File: config.mk
export PLATFORM = sky130hd
export DESIGN_NAME = ps2_host_tx
export DESIGN_NICKNAME = d
export VERILOG_FILES = /design/src/rtl/ps2_host_tx_pkg.sv /design/src/rtl/ps2_line_sync.sv /design/src/rtl/ps2_host_tx.sv
export SDC_FILE = /design/constraint.sdc
export NUM_CORES = 1
export LEC_CHECK = 0
export BUFFER_PORTS_ARGS = -buffer_cell sky130_fd_sc_hd__buf_2
export CORE_ASPECT_RATIO = 0.7
export CORE_MARGIN = 2
export CORE_UTILIZATION = 60
export CTS_CLUSTER_SIZE = 30
export DETAILED_ROUTE_END_ITERATION = 7
export HOLD_SLACK_MARGIN = 0.1
export PLACE_DENSITY = 0.79
export SYNTH_ARGS = -nofsm -noshare
export SYNTH_HDL_FRONTEND = slang
export SYNTH_SLANG_ARGS = --single-unit
File: constraint.sdc
create_clock -name CLK -period 2.5 [get_ports CLK]
set_input_delay 0 -clock CLK [delete_from_list [all_inputs] [get_ports CLK]]
set_output_delay 0 -clock CLK [all_outputs]
set_load 0.02 [all_outputs]
File: src/rtl/ps2_host_tx_pkg.sv
// Shared PS/2 definitions: transmitter state encoding, command bytes and frame builder.
`timescale 1ns/1ps
package ps2_host_tx_pkg;

  typedef enum logic [2:0] {
    ST_IDLE,
    ST_INHIBIT,
    ST_REQ,
    ST_ACK,
    ST_WAITIDLE
  } ps2_tx_state_e;

  localparam logic [7:0] PS2_CMD_SET_LED = 8'hED;
  localparam logic [7:0] PS2_CMD_ENABLE  = 8'hF4;
  localparam logic [7:0] PS2_CMD_RESET   = 8'hFF;
  localparam logic [7:0] PS2_ACK         = 8'hFA;

  // Shifted out LSB first: D0..D7, odd parity, stop (released line).
  function automatic logic [9:0] ps2_frame(input logic [7:0] data);
    return {1'b1, ~^data, data};
  endfunction

endpackage

File: src/rtl/ps2_line_sync.sv
// Two-flop synchroniser for the PS/2 clock and data lines plus clock falling-edge pulse.
`timescale 1ns/1ps
module ps2_line_sync (
  input  logic clk_i,
  input  logic rst_ni,
  input  logic ps2c_i,
  input  logic ps2d_i,
  output logic ps2c_o,
  output logic ps2d_o,
  output logic fall_o
);

  logic [1:0] c_q;
  logic [1:0] d_q;
  logic       c_prev_q;

  // Idle bus level is high, so flops reset to 1 to avoid a spurious edge.
  always_ff @(posedge clk_i or negedge rst_ni) begin
    if (!rst_ni) begin
      c_q      <= '1;
      d_q      <= '1;
      c_prev_q <= 1'b1;
    end else begin
      c_q      <= {c_q[0], ps2c_i};
      d_q      <= {d_q[0], ps2d_i};
      c_prev_q <= c_q[1];
    end
  end

  assign ps2c_o = c_q[1];
  assign ps2d_o = d_q[1];
  assign fall_o = c_prev_q & ~c_q[1];

endmodule

File: src/rtl/ps2_host_tx.sv
// Host-to-device PS/2 command transmitter; only pulls the open-drain lines low.
`timescale 1ns/1ps
module ps2_host_tx
  import ps2_host_tx_pkg::*;
#(
  parameter int unsigned CLK_HZ         = 50_000_000,
  parameter int unsigned INHIBIT_CYCLES = 6_000,
  parameter int unsigned TIMEOUT_CYCLES = 750_000
) (
  input  logic       CLK,
  input  logic       RST_N,
  input  logic [7:0] tx_data,
  input  logic       tx_start,
  output logic       tx_busy,
  output logic       tx_done,
  output logic       tx_err,
  input  logic       ps2c_in,
  input  logic       ps2d_in,
  output logic       ps2c_oe,
  output logic       ps2d_oe
);

  localparam int unsigned CW = $clog2(TIMEOUT_CYCLES + 1);

  // Inhibit must last at least 100 us and share the watchdog counter.
  if (64'(INHIBIT_CYCLES) * 64'd10_000 < 64'(CLK_HZ)) begin : g_chk_inh
    $error("INHIBIT_CYCLES shorter than 100 us");
  end
  if (INHIBIT_CYCLES >= TIMEOUT_CYCLES || INHIBIT_CYCLES == 0) begin : g_chk_cnt
    $error("INHIBIT_CYCLES must be nonzero and below TIMEOUT_CYCLES");
  end

  logic c_sync, d_sync, fall;

  ps2_line_sync u_sync (
    .clk_i  (CLK),
    .rst_ni (RST_N),
    .ps2c_i (ps2c_in),
    .ps2d_i (ps2d_in),
    .ps2c_o (c_sync),
    .ps2d_o (d_sync),
    .fall_o (fall)
  );

  ps2_tx_state_e state_q, state_d;
  logic [CW-1:0] cnt_q, cnt_d;
  logic [9:0]    sh_q, sh_d;
  logic [3:0]    bitcnt_q, bitcnt_d;
  logic          dout_q, dout_d;
  logic          done_q, done_d;
  logic          err_q, err_d;
  logic          inh_last, timeout;

  always_ff @(posedge CLK or negedge RST_N) begin
    if (!RST_N) begin
      state_q  <= ST_IDLE;
      cnt_q    <= '0;
      sh_q     <= '0;
      bitcnt_q <= '0;
      dout_q   <= 1'b0;
      done_q   <= 1'b0;
      err_q    <= 1'b0;
    end else begin
      state_q  <= state_d;
      cnt_q    <= cnt_d;
      sh_q     <= sh_d;
      bitcnt_q <= bitcnt_d;
      dout_q   <= dout_d;
      done_q   <= done_d;
      err_q    <= err_d;
    end
  end

  assign inh_last = (cnt_q == CW'(INHIBIT_CYCLES - 1));
  assign timeout  = !fall && (cnt_q == CW'(TIMEOUT_CYCLES - 1));

  always_comb begin
    state_d  = state_q;
    cnt_d    = cnt_q;
    sh_d     = sh_q;
    bitcnt_d = bitcnt_q;
    dout_d   = dout_q;
    done_d   = 1'b0;
    err_d    = 1'b0;
    unique case (state_q)
      ST_IDLE: begin
        if (tx_start) begin
          state_d  = ST_INHIBIT;
          cnt_d    = '0;
          sh_d     = ps2_frame(tx_data);
          bitcnt_d = '0;
          dout_d   = 1'b0;
        end
      end
      ST_INHIBIT: begin
        if (inh_last) begin
          state_d = ST_REQ;
          cnt_d   = '0;
          dout_d  = 1'b1;
        end else begin
          cnt_d = cnt_q + CW'(1);
        end
      end
      ST_REQ, ST_ACK, ST_WAITIDLE: begin
        cnt_d = fall ? '0 : cnt_q + CW'(1);
        if (timeout) begin
          state_d = ST_IDLE;
          dout_d  = 1'b0;
          err_d   = 1'b1;
        end else if (state_q == ST_REQ) begin
          if (fall) begin
            dout_d   = ~sh_q[0];
            sh_d     = {1'b1, sh_q[9:1]};
            bitcnt_d = bitcnt_q + 4'd1;
            if (bitcnt_q == 4'd9) state_d = ST_ACK;
          end
        end else if (state_q == ST_ACK) begin
          if (fall) begin
            if (!d_sync) begin
              state_d = ST_WAITIDLE;
            end else begin
              state_d = ST_IDLE;
              err_d   = 1'b1;
            end
          end
        end else if (c_sync && d_sync) begin
          state_d = ST_IDLE;
          done_d  = 1'b1;
        end
      end
      default: state_d = ST_IDLE;
    endcase
  end

  always_comb begin
    ps2c_oe = (state_q == ST_INHIBIT);
    ps2d_oe = ((state_q == ST_INHIBIT) && inh_last) || ((state_q == ST_REQ) && dout_q);
    tx_busy = (state_q != ST_IDLE);
    tx_done = done_q;
    tx_err  = err_q;
  end

endmodule

After elaboration in Yosys (flattened, before gate mapping)
Index checks and enable logic that the tools add are counted.
{"block": "totals", "reg_bits": 45, "input_bits": 13, "output_inout_bits": 5, "word_cells": 91}
{"block": "classes", "addsub": 2, "n_eq_ne": 18, "muxes": 42, "bitwise_logic": 3, "n_reduce_logical": 16}
{"operator": "$mux 20", "n": 3}
{"operator": "$pmux 20 s3", "n": 1}
{"operator": "$mux 10", "n": 4}
{"operator": "$mux 3", "n": 10}
{"operator": "$add 20x1->20 const B", "n": 1}
{"operator": "$eq 20x13->1 const B", "n": 1}
{"operator": "$eq 20x20->1 const B", "n": 1}
{"operator": "$pmux 10 s2", "n": 1}
{"operator": "$mux 1", "n": 16}
{"operator": "$mux 4", "n": 4}
{"operator": "$ne 4x4->1 const B", "n": 3}
{"operator": "$reduce_and 5->1", "n": 2}
{"operator": "$pmux 3 s3", "n": 1}
{"operator": "$ne 2x2->1 const B", "n": 4}
{"operator": "$pmux 4 s2", "n": 1}
{"operator": "$reduce_xnor 8->1", "n": 1}
{"operator": "$eq 3x2->1 const B", "n": 2}
{"operator": "$ne 3x3->1 const B", "n": 2}
{"operator": "$reduce_and 6->1", "n": 1}
{"operator": "$reduce_bool 3->1", "n": 2}
{"operator": "$ne 5x5->1 const B", "n": 1}
{"operator": "$add 4x1->4 const B", "n": 1}
{"operator": "$eq 4x4->1 const B", "n": 1}
{"operator": "$logic_and 1x1->1", "n": 4}
{"operator": "other kinds (12)", "n": 13}

Depth between registers and ports, before layout
Gate-level depths: netlist of run 1.
{"block": "depth", "word_depth": 7, "mapped_depth": 8, "ltp_nobuf": 6}

Cells and area by module
From an unflattened synthesis of run 1, not the netlist that was laid out.
{"block": "hier_totals", "cells_unflattened": 285, "hier_area_um2": 2566.2}
{"module": "ps2_host_tx", "n_inst": 1, "cells_each": 279, "area_each_um2": 2421.1}
{"module": "ps2_line_sync", "n_inst": 1, "cells_each": 6, "area_each_um2": 145.1}

Least setup slack after synthesis of run 1
Ideal clock, no wire load.
{"block": "synth_timing", "kind": "register to register", "startpoint": "register state_q[1]", "endpoint": "register dout_q", "setup_ns": 0.126, "arrival_ns": 1.985, "path_slack_ns": 0.389, "stages_incl_launch_ff": 8, "period_less_slack_ns": 2.111, "path_cell_list": "dfrtp_1 clkbuf_1 nor3b_1 inv_1 a31oi_2 buf_2 a211oi_2 o32a_1"}
{"element": "from (decl)", "line_no": "ps2_host_tx.sv:45", "source": "ps2_tx_state_e state_q, state_d;"}
{"element": "from (signal assigned)", "line_no": "ps2_host_tx.sv:64", "source": "state_q <= state_d;"}
{"element": "$eq 3x1->1 (*)"}
{"element": "via ps2c_oe", "line_no": "ps2_host_tx.sv:19", "source": "output logic ps2c_oe,"}
{"element": "$ne 2x1->1 (no line) or $reduce_bool 3->1 (tied branches)"}
{"element": "$reduce_and 5->1 (no line)"}
{"element": "to (signal assigned)", "line_no": "ps2_host_tx.sv:68", "source": "dout_q <= dout_d;"}
{"element": "to (decl)", "line_no": "ps2_host_tx.sv:49", "source": "logic dout_q, dout_d;"}
Mark *: on every way through the listed nets, which the timed path passes. The rest lies on a longest branch.
A chain may end at the register's enable or synchronous reset.

Final worst setup path of run 1
{"block": "layout_timing", "startpoint": "register cnt_q[4]", "endpoint": "register cnt_q[3]"}
{"block": "layout_between", "elab_chain_len": 3}
{"element": "from (decl)", "line_no": "ps2_host_tx.sv:46", "source": "logic [CW-1:0] cnt_q, cnt_d;"}
{"element": "from (signal assigned)", "line_no": "ps2_host_tx.sv:65", "source": "cnt_q <= cnt_d;"}
{"element": "$eq 20x13->1", "line_no": "ps2_host_tx.sv:74", "source": "assign inh_last = (cnt_q == CW'(INHIBIT_CYCLES - 1));"}
{"element": "$mux 20", "line_no": "ps2_host_tx.sv:96", "source": "if (inh_last) begin"}
{"element": "$pmux 20 s3", "line_no": "ps2_host_tx.sv:85", "source": "unique case (state_q)"}
Every way passes these cells.

==> run metrics, run 1 <==
Crit Path Max Fanout=10; insertion delay to the later sink of the worst-skew pair=0.30 ns; area of all placed cells without fillers=between 2000 and 3000 sq um; status=completed; uppermost metal layer occupied by signal nets=met4; Crit Path Category=reg -> reg; endpoint of the most critical register-to-register path=cnt_q[3]; average routed wire per standard cell=roughly 15 um; CP endpoint kind=flip-flop; EDFF count, synth=0; routed length on met2=between 2 and 2.5 mm; count of routing violations after the opening detailed-route iteration=between 150 and 200; Largest delay share family, worst path=simple AND/OR/NAND/NOR gates; Routed Wire Length=roughly 5.5 mm; clock-pin slew of the registers on the worst-case setup and hold paths=about 0.09 ns; top achievable clock speed=~440 MHz; number of instances on the worst hold path=3; y dimension of the die=a little under 60 um; final hold violation count=0; Routed met3 length=a little under 400 um; power density relative to cell area=approximately 730 nW/um^2; number of cells traversed by the worst register-to-register path=6; fraction of synthesized cell area in xor and xnor cells=0.06278; required arrival time at the worst endpoint=between 2 and 3 ns; RSZ-0062 raised after global routing=no; root buffer cell=sky130_fd_sc_hd__clkbuf_8; Syn Nets=about 310; largest net degree at the start of global routing=46; core box area=3970 sq um; total count of max-transition violations in the final report=0; Remaining Overflow, GRT=0; H-tree depth=2; number of detailed-routing iterations run before antenna repair=4; met1 wire length=approximately 2.6 mm; mean instance size in the synthesized netlist=a little under 9 sq um; series of cell instances along the critical path=nor4_1 > and3_1 > a31oi_2 > buf_4 > nor2_1 > o211ai_1; number of inserted diodes=0; largest incremental delay on the critical path=0.53 ns; headroom to the max-slew limit=0.3378; Worst Skew=roughly 0.0038 ns; launching element type of the critical path=flip-flop; max-cap violation count=0; HPWL reported at the end of detailed placement=3.872 mm; Main synth FF type=sky130_fd_sc_hd__dfrtp_1; IR drop worst, VDD=0.0004706 V; Boundary Pins=18; signal arrival time at the worst endpoint=2.45 ns; ys async rst share=1.000; multiplexer area fraction after synthesis=0.008969; relative area change from synthesis to final layout=14.90%; Hold Path Sink=bitcnt_q[2]; starting utilization of the core area=0.6325; final-stage net count=334; routed vias/inst=5.809; drt drc=0; clock tree from TritonCTS=done; Worst Hold Class=in -> reg; simple-gate area share of the yosys netlist=0.2985; routability congestion estimate=approximately 1; number of buffers created by CTS=5; total die area=4727 sq um; vias in the first global route=around 2000; Synth Area in Adders=0.01495; gate count after technology mapping=just under 300; Yosys top cell area share=0.3986; cell area after technology mapping=roughly 2500 sq um; PortBufs=17; setup tns final=0 ns; DIE WIDTH=slightly above 80 um; post-detailed-placement cell area=2660 sq um; share of final-layout standard cells stronger than drive strength 1=0.1442; period utilisation layout=0.9127; part of the Yosys area used for sequential elements=0.4509; site row count=19; dominant combinational cell family by area after synthesis=simple AND/OR/NAND/NOR gates; min cycle time layout=~2.3 ns; worst path bufs/invs=1; worst-path cell with the longest stage delay=sky130_fd_sc_hd__nor4_1; Clock Sinks=45; number of setup violations in the final report=0; Reg2Reg Launch Point=cnt_q[4]; top cells by area, synth=sky130_fd_sc_hd__dfrtp_1 (40%), sky130_fd_sc_hd__nor2_1 (7.8%), sky130_fd_sc_hd__dfstp_2 (5.2%); maximum root-to-sink buffer count=2; vias=between 2000 and 2500; launch point of the worst hold path=tx_start; global-route wire length before repair=about 9.3 mm; number of warnings printed during yosys synthesis=0; internal reg-to-reg setup slack=approximately 0.22 ns; Leakage Power=roughly 1.2 nW; cells resized by post-CTS repair=0; number of register bits inferred by synthesis=between 40 and 50; All-Layer GR Usage=0.2603; compound-gate portion of the synthesized area=0.1261; library cell occupying the most area in the post-synthesis netlist=sky130_fd_sc_hd__dfrtp_1; antenna-violating nets left=0; initial antenna violation count=0; post-synth cell types=46; Worst Max-Slew Pin Slew=slightly below 1 ns
-- what timing repair did --
| item | CTS | global route |
|---|---|---|
| setup endpoints to repair | 0 | 0 |
| hold buffers | 11 | 0 |
| setup buffers | 0 | 0 |
| endpoints found under the hold margin | 50 | 0 |
-- logic make-up (layout without fill, tap and decap cells) --
| logic type | count (synthesis) | count (layout) |
|---|---|---|
| and+or+nand+nor | 151 | 151 |
| xor gates and xnor gates | 18 | 18 |
| DFF | 45 | 45 |
| AOI/OAI and AO/OA | 46 | 46 |
| buffers and inverters | 24 | 54 |
| adders and majority gates | 3 | 3 |
| muxes | 2 | 2 |
-- layer usage --
| layer | up-vias | global-route usage |
|---|---|---|
| met1 | 1007 | 0.3864 |
| met4 | 0 | 0.09201 |
| li1 | 1066 | - |
| met2 | 71 | 0.3841 |
| met5 | - | 0 |
| met3 | 11 | 0.04673 |
-- area by class of cell --
| cell class | count | area (sq um) |
|---|---|---|
| clock inverters | 3 | 46.29 |
| repair buffers | 35 | 247.7 |
| clock buffers | 5 | 68.82 |
| inverters | 11 | 41.29 |
| fillers | 294 | 1085 |
| flip-flops and latches | 45 | 1132 |
| multi-input cells | 220 | 1284 |
| well taps | 52 | 65.06 |
-- through the flow --
step | total power, W | hold slack, ns | util | instances | worst slack (ns)
after floorplan | 0.001362 | -0.2956 | - | 289 | 0.3892
after global placement | 0.001518 | 0.1061 | 0.6700 | 352 | 0.2719
after detailed placement | 0.001544 | 0.1062 | 0.6700 | 352 | 0.2275
after CTS | 0.002120 | 0.1162 | 0.7268 | 371 | 0.2204
after global routing | 0.002239 | 0.1377 | 0.7268 | 371 | 0.04173
final | 0.002116 | 0.1146 | 0.7268 | 371 | 0.2184
-- registers in the layout, summed over array words and instances (netlist names) --
name             flops
u_sync.d_q           2
tx_err               1
bitcnt_q             4
cnt_q               20
u_sync.c_prev_q      1
state_q              3
dout_q               1
sh_q                10
u_sync.c_q           2
tx_done              1
-- worst min-delay path, stage by stage --
cell	delay, ns
sky130_fd_sc_hd__buf_2	0.13
sky130_fd_sc_hd__and2_1	0.20
sky130_fd_sc_hd__nor2_1	0.06
-- report_power, final --
group / switching, W / total (W) / internal, W
Combinational: 0.000358 / 0.000598 / 0.000240
Sequential: 0.000102 / 0.000950 / 0.000849
Clock: 0.000268 / 0.000567 / 0.000299
-- cells in the final DEF (no fill, tap or decap), types with 8 or more instances in the layout --
cell type	n
sky130_fd_sc_hd__xnor2_1	15
sky130_fd_sc_hd__nand3_1	8
sky130_fd_sc_hd__dlygate4sd3_1	11
sky130_fd_sc_hd__o21ai_0	8
sky130_fd_sc_hd__nor4_1	8
sky130_fd_sc_hd__dfrtp_1	40
sky130_fd_sc_hd__nor3_1	9
sky130_fd_sc_hd__nor2_1	52
sky130_fd_sc_hd__buf_2	17
sky130_fd_sc_hd__a211oi_1	8
sky130_fd_sc_hd__nand2_1	31
sky130_fd_sc_hd__inv_1	11
-- cell usage after synthesis (2+ instances only) --
library cell / number
sky130_fd_sc_hd__nor2_1: 52
sky130_fd_sc_hd__dfrtp_1: 40
sky130_fd_sc_hd__nand2_1: 31
sky130_fd_sc_hd__xnor2_1: 15
sky130_fd_sc_hd__inv_1: 11
sky130_fd_sc_hd__clkbuf_1: 9
sky130_fd_sc_hd__nor3_1: 9
sky130_fd_sc_hd__a211oi_1: 8
sky130_fd_sc_hd__nand3_1: 8
sky130_fd_sc_hd__nor4_1: 8
sky130_fd_sc_hd__o21ai_0: 8
sky130_fd_sc_hd__a21oi_1: 7
sky130_fd_sc_hd__nand4_1: 7
sky130_fd_sc_hd__and3_1: 6
sky130_fd_sc_hd__dfstp_2: 5
sky130_fd_sc_hd__nor2b_1: 5
sky130_fd_sc_hd__o211ai_1: 5
sky130_fd_sc_hd__and2_1: 4
sky130_fd_sc_hd__buf_2: 4
sky130_fd_sc_hd__nor3b_1: 4
sky130_fd_sc_hd__o22ai_1: 4
sky130_fd_sc_hd__or3_1: 4
sky130_fd_sc_hd__ha_1: 3
sky130_fd_sc_hd__o21bai_1: 3
sky130_fd_sc_hd__xor2_1: 3
sky130_fd_sc_hd__mux2_2: 2
sky130_fd_sc_hd__nand2b_1: 2
sky130_fd_sc_hd__nand3b_1: 2
sky130_fd_sc_hd__nor3_2: 2
sky130_fd_sc_hd__or2_2: 2
-- worst max-delay path by stage --
| stage | startpoint | to | cells after the start |
|---|---|---|---|
| 3_3_place_gp | cnt_q[7] | cnt_q[3] | 6 |
| 3_5_place_dp | cnt_q[7] | cnt_q[18] | 6 |
| 6_report | cnt_q[4] | cnt_q[3] | 6 |
| 5_1_grt | cnt_q[7] | cnt_q[17] | 6 |
| 2_1_floorplan | state_q[1] | dout_q | 7 |
| 4_1_cts | cnt_q[7] | cnt_q[6] | 6 |
Note: power is estimated with default switching activity, not from simulation.
==> inputs of run 2 (changes only) <==
clock period = 2.9 ns   (was 2.5 ns; I/O delays follow)
==> run metrics, run 2 (synthesized netlist as in run 1, its figures left out) <==
Reg2Reg Launch Point=cnt_q[7]; routed vias/inst=5.774 (-0.59%); Crit Path Category=reg -> reg; All-Layer GR Usage=0.2584 (-0.001912); largest net degree at the start of global routing=46 (unchanged); setup tns final=0 ns (unchanged); count of routing violations after the opening detailed-route iteration=139 (-8.6%); Remaining Overflow, GRT=0 (unchanged); worst slack on hold paths=0.1251 ns (+0.01052 ns); RSZ-0062 raised after global routing=no; antenna-violating nets left=0 (unchanged); multi-input logic area=1284 sq um (unchanged); biggest regs=cnt_q (20), sh_q (10), bitcnt_q (4); initial antenna violation count=0 (unchanged); signal arrival time at the worst endpoint=2.54 ns (+0.09 ns); insertion delay to the later sink of the worst-skew pair=0.30 ns (about the same); launching element type of the critical path=flip-flop; Worst Skew=0.007111 ns (+0.003317 ns); Largest delay share family, worst path=simple AND/OR/NAND/NOR gates; average routed wire per standard cell=14.85 um (-0.33%); core box area=3970 sq um (unchanged); Worst Hold Class=in -> reg; largest incremental delay on the critical path=0.55 ns (+0.02 ns); global-route wire length before repair=9.308 mm (-0.14%); number of cells traversed by the worst register-to-register path=5 (-1); max-cap violation count=0 (unchanged); y dimension of the die=58.13 um (unchanged); total area of sequential cells=1132 sq um (unchanged); routability congestion estimate=0.8695 (-11%); DIE WIDTH=81.33 um (unchanged); final-stage net count=331 (-0.90%); total count of max-transition violations in the final report=0 (unchanged); min cycle time layout=2.348 ns (+0.06650 ns); final hold violation count=0 (unchanged); vias=2125 (-1.4%); cells resized by post-CTS repair=0 (unchanged); number of buffers created by CTS=5 (unchanged); Routed Wire Length=5.463 mm (-1.1%); core utilization of the finished layout=0.7211 (-0.005673); number of inserted diodes=0 (unchanged); Biggest register=cnt_q; H-tree depth=2 (unchanged); CTS hold repair buffers=11 (unchanged); Leakage Power=1.210 nW (-1.3%); relative area change from synthesis to final layout=14.00%; maximum root-to-sink buffer count=2 (unchanged); commonest non-fill, non-tap cells in the layout=sky130_fd_sc_hd__nor2_1 (52), sky130_fd_sc_hd__dfrtp_1 (40), sky130_fd_sc_hd__nand2_1 (31); power density relative to cell area=631.4 nW/um^2 (-14%); IR drop worst, VDD=0.0004168 V (-11%); number of setup violations in the final report=0 (unchanged); worst setup slack before clock tree synthesis=0.5595 ns (+0.3320 ns); PortBufs=17 (unchanged); vias in the first global route=1981 (-1.6%); launch point of the worst hold path=tx_start; series of cell instances along the critical path=or4b_1 > nor3_2 > a31oi_2 > nor4_2 > mux2_2; top achievable clock speed=425.9 MHz (-2.8%); CP endpoint kind=flip-flop; endpoint of the most critical register-to-register path=state_q[0]; Crit Path Max Fanout=13 (+3); post-CTS setup-driven buffer insertion count=0 (unchanged); Worst Max-Slew Pin Slew=0.9672 ns (-0.02598 ns); total die area=4727 sq um (unchanged); final total power=0.001808 W (-15%); internal reg-to-reg setup slack=0.55 ns (+0.33 ns); root buffer cell=sky130_fd_sc_hd__clkbuf_8; period utilisation layout=0.8097 (-0.1030); clock-pin slew of the registers on the worst-case setup and hold paths=0.09 ns (about the same); share of final-layout standard cells stronger than drive strength 1=0.1361 (-0.008125); HPWL reported at the end of detailed placement=3.754 mm (-3.0%); number of instances on the worst hold path=3 (unchanged); required arrival time at the worst endpoint=3.09 ns (+0.42 ns); clock tree from TritonCTS=done; drt drc=0 (unchanged); fill cell total of the finished layout=297 (+1.0%); Clock Sinks=45 (unchanged); site row count=19 (unchanged); most common cell after layout, fill and taps aside=sky130_fd_sc_hd__nor2_1; number of detailed-routing iterations run before antenna repair=4 (unchanged); headroom to the max-slew limit=0.3552 (+0.01732); status=completed; worst path bufs/invs=0 (-1); minimum setup slack in the final design=0.5519 ns (+0.3335 ns); Largest register FFs=20 (unchanged); worst-path cell with the longest stage delay=sky130_fd_sc_hd__or4b_1; Hold Path Sink=bitcnt_q[3]; critical path launch point=cnt_q[7]; Boundary Pins=18 (unchanged); starting utilization of the core area=0.6325 (unchanged)
## run 2: changes by cell type in the layout (fill, tap and decap cells not counted), sizes merged
| cell | change |
|---|---|
| buf | -3 |
## run 2: power by group
group / internal (W) / total [W] / switching, W
Clock: 0.000258 / 0.000483 / 0.000225
Combinational: 0.000197 / 0.000501 / 0.000304
Sequential: 0.000732 / 0.000824 / 0.0000922
## run 2: layout make-up
type	instances	share of cell area
inverters	11	0.01442
multi-input cells	220	0.4484
clock inverters	3	0.01617
flip-flops and latches	45	0.3955
repair buffers	32	0.07867
well taps	52	0.02273
clock buffers	5	0.02404
## run 2: per-layer routing
metal | wire (um) | track usage
met1 | 2655 | 0.3945
met2 | 2408 | 0.3712
met3 | 357 | 0.05919
met4 | 41 | 0.06780
met5 | 0 | 0
## run 2: stage by stage
stage               cell area, sq um  cells
floorplan                       2511    289
finish                          2863    368
detailed placement              2638    349
CTS                             2863    368
global placement                2638    349
global route                    2863    368
## run 2: worst reg2reg max path, stage by stage (launching register included)
cell	delay (ns)
sky130_fd_sc_hd__dfrtp_1	0.44
sky130_fd_sc_hd__or4b_1	0.55
sky130_fd_sc_hd__nor3_2	0.24
sky130_fd_sc_hd__a31oi_2	0.30
sky130_fd_sc_hd__nor4_2	0.35
sky130_fd_sc_hd__mux2_2	0.36
## run 2: worst max-delay path by stage
stage	end	slack (ns)	cells after the start
global route	cnt_q[8]	0.36	5
detailed placement	state_q[0]	0.56	5
CTS	state_q[0]	0.54	5
floorplan	dout_q	0.79	7
finish	state_q[0]	0.55	5
global placement	state_q[0]	0.62	5
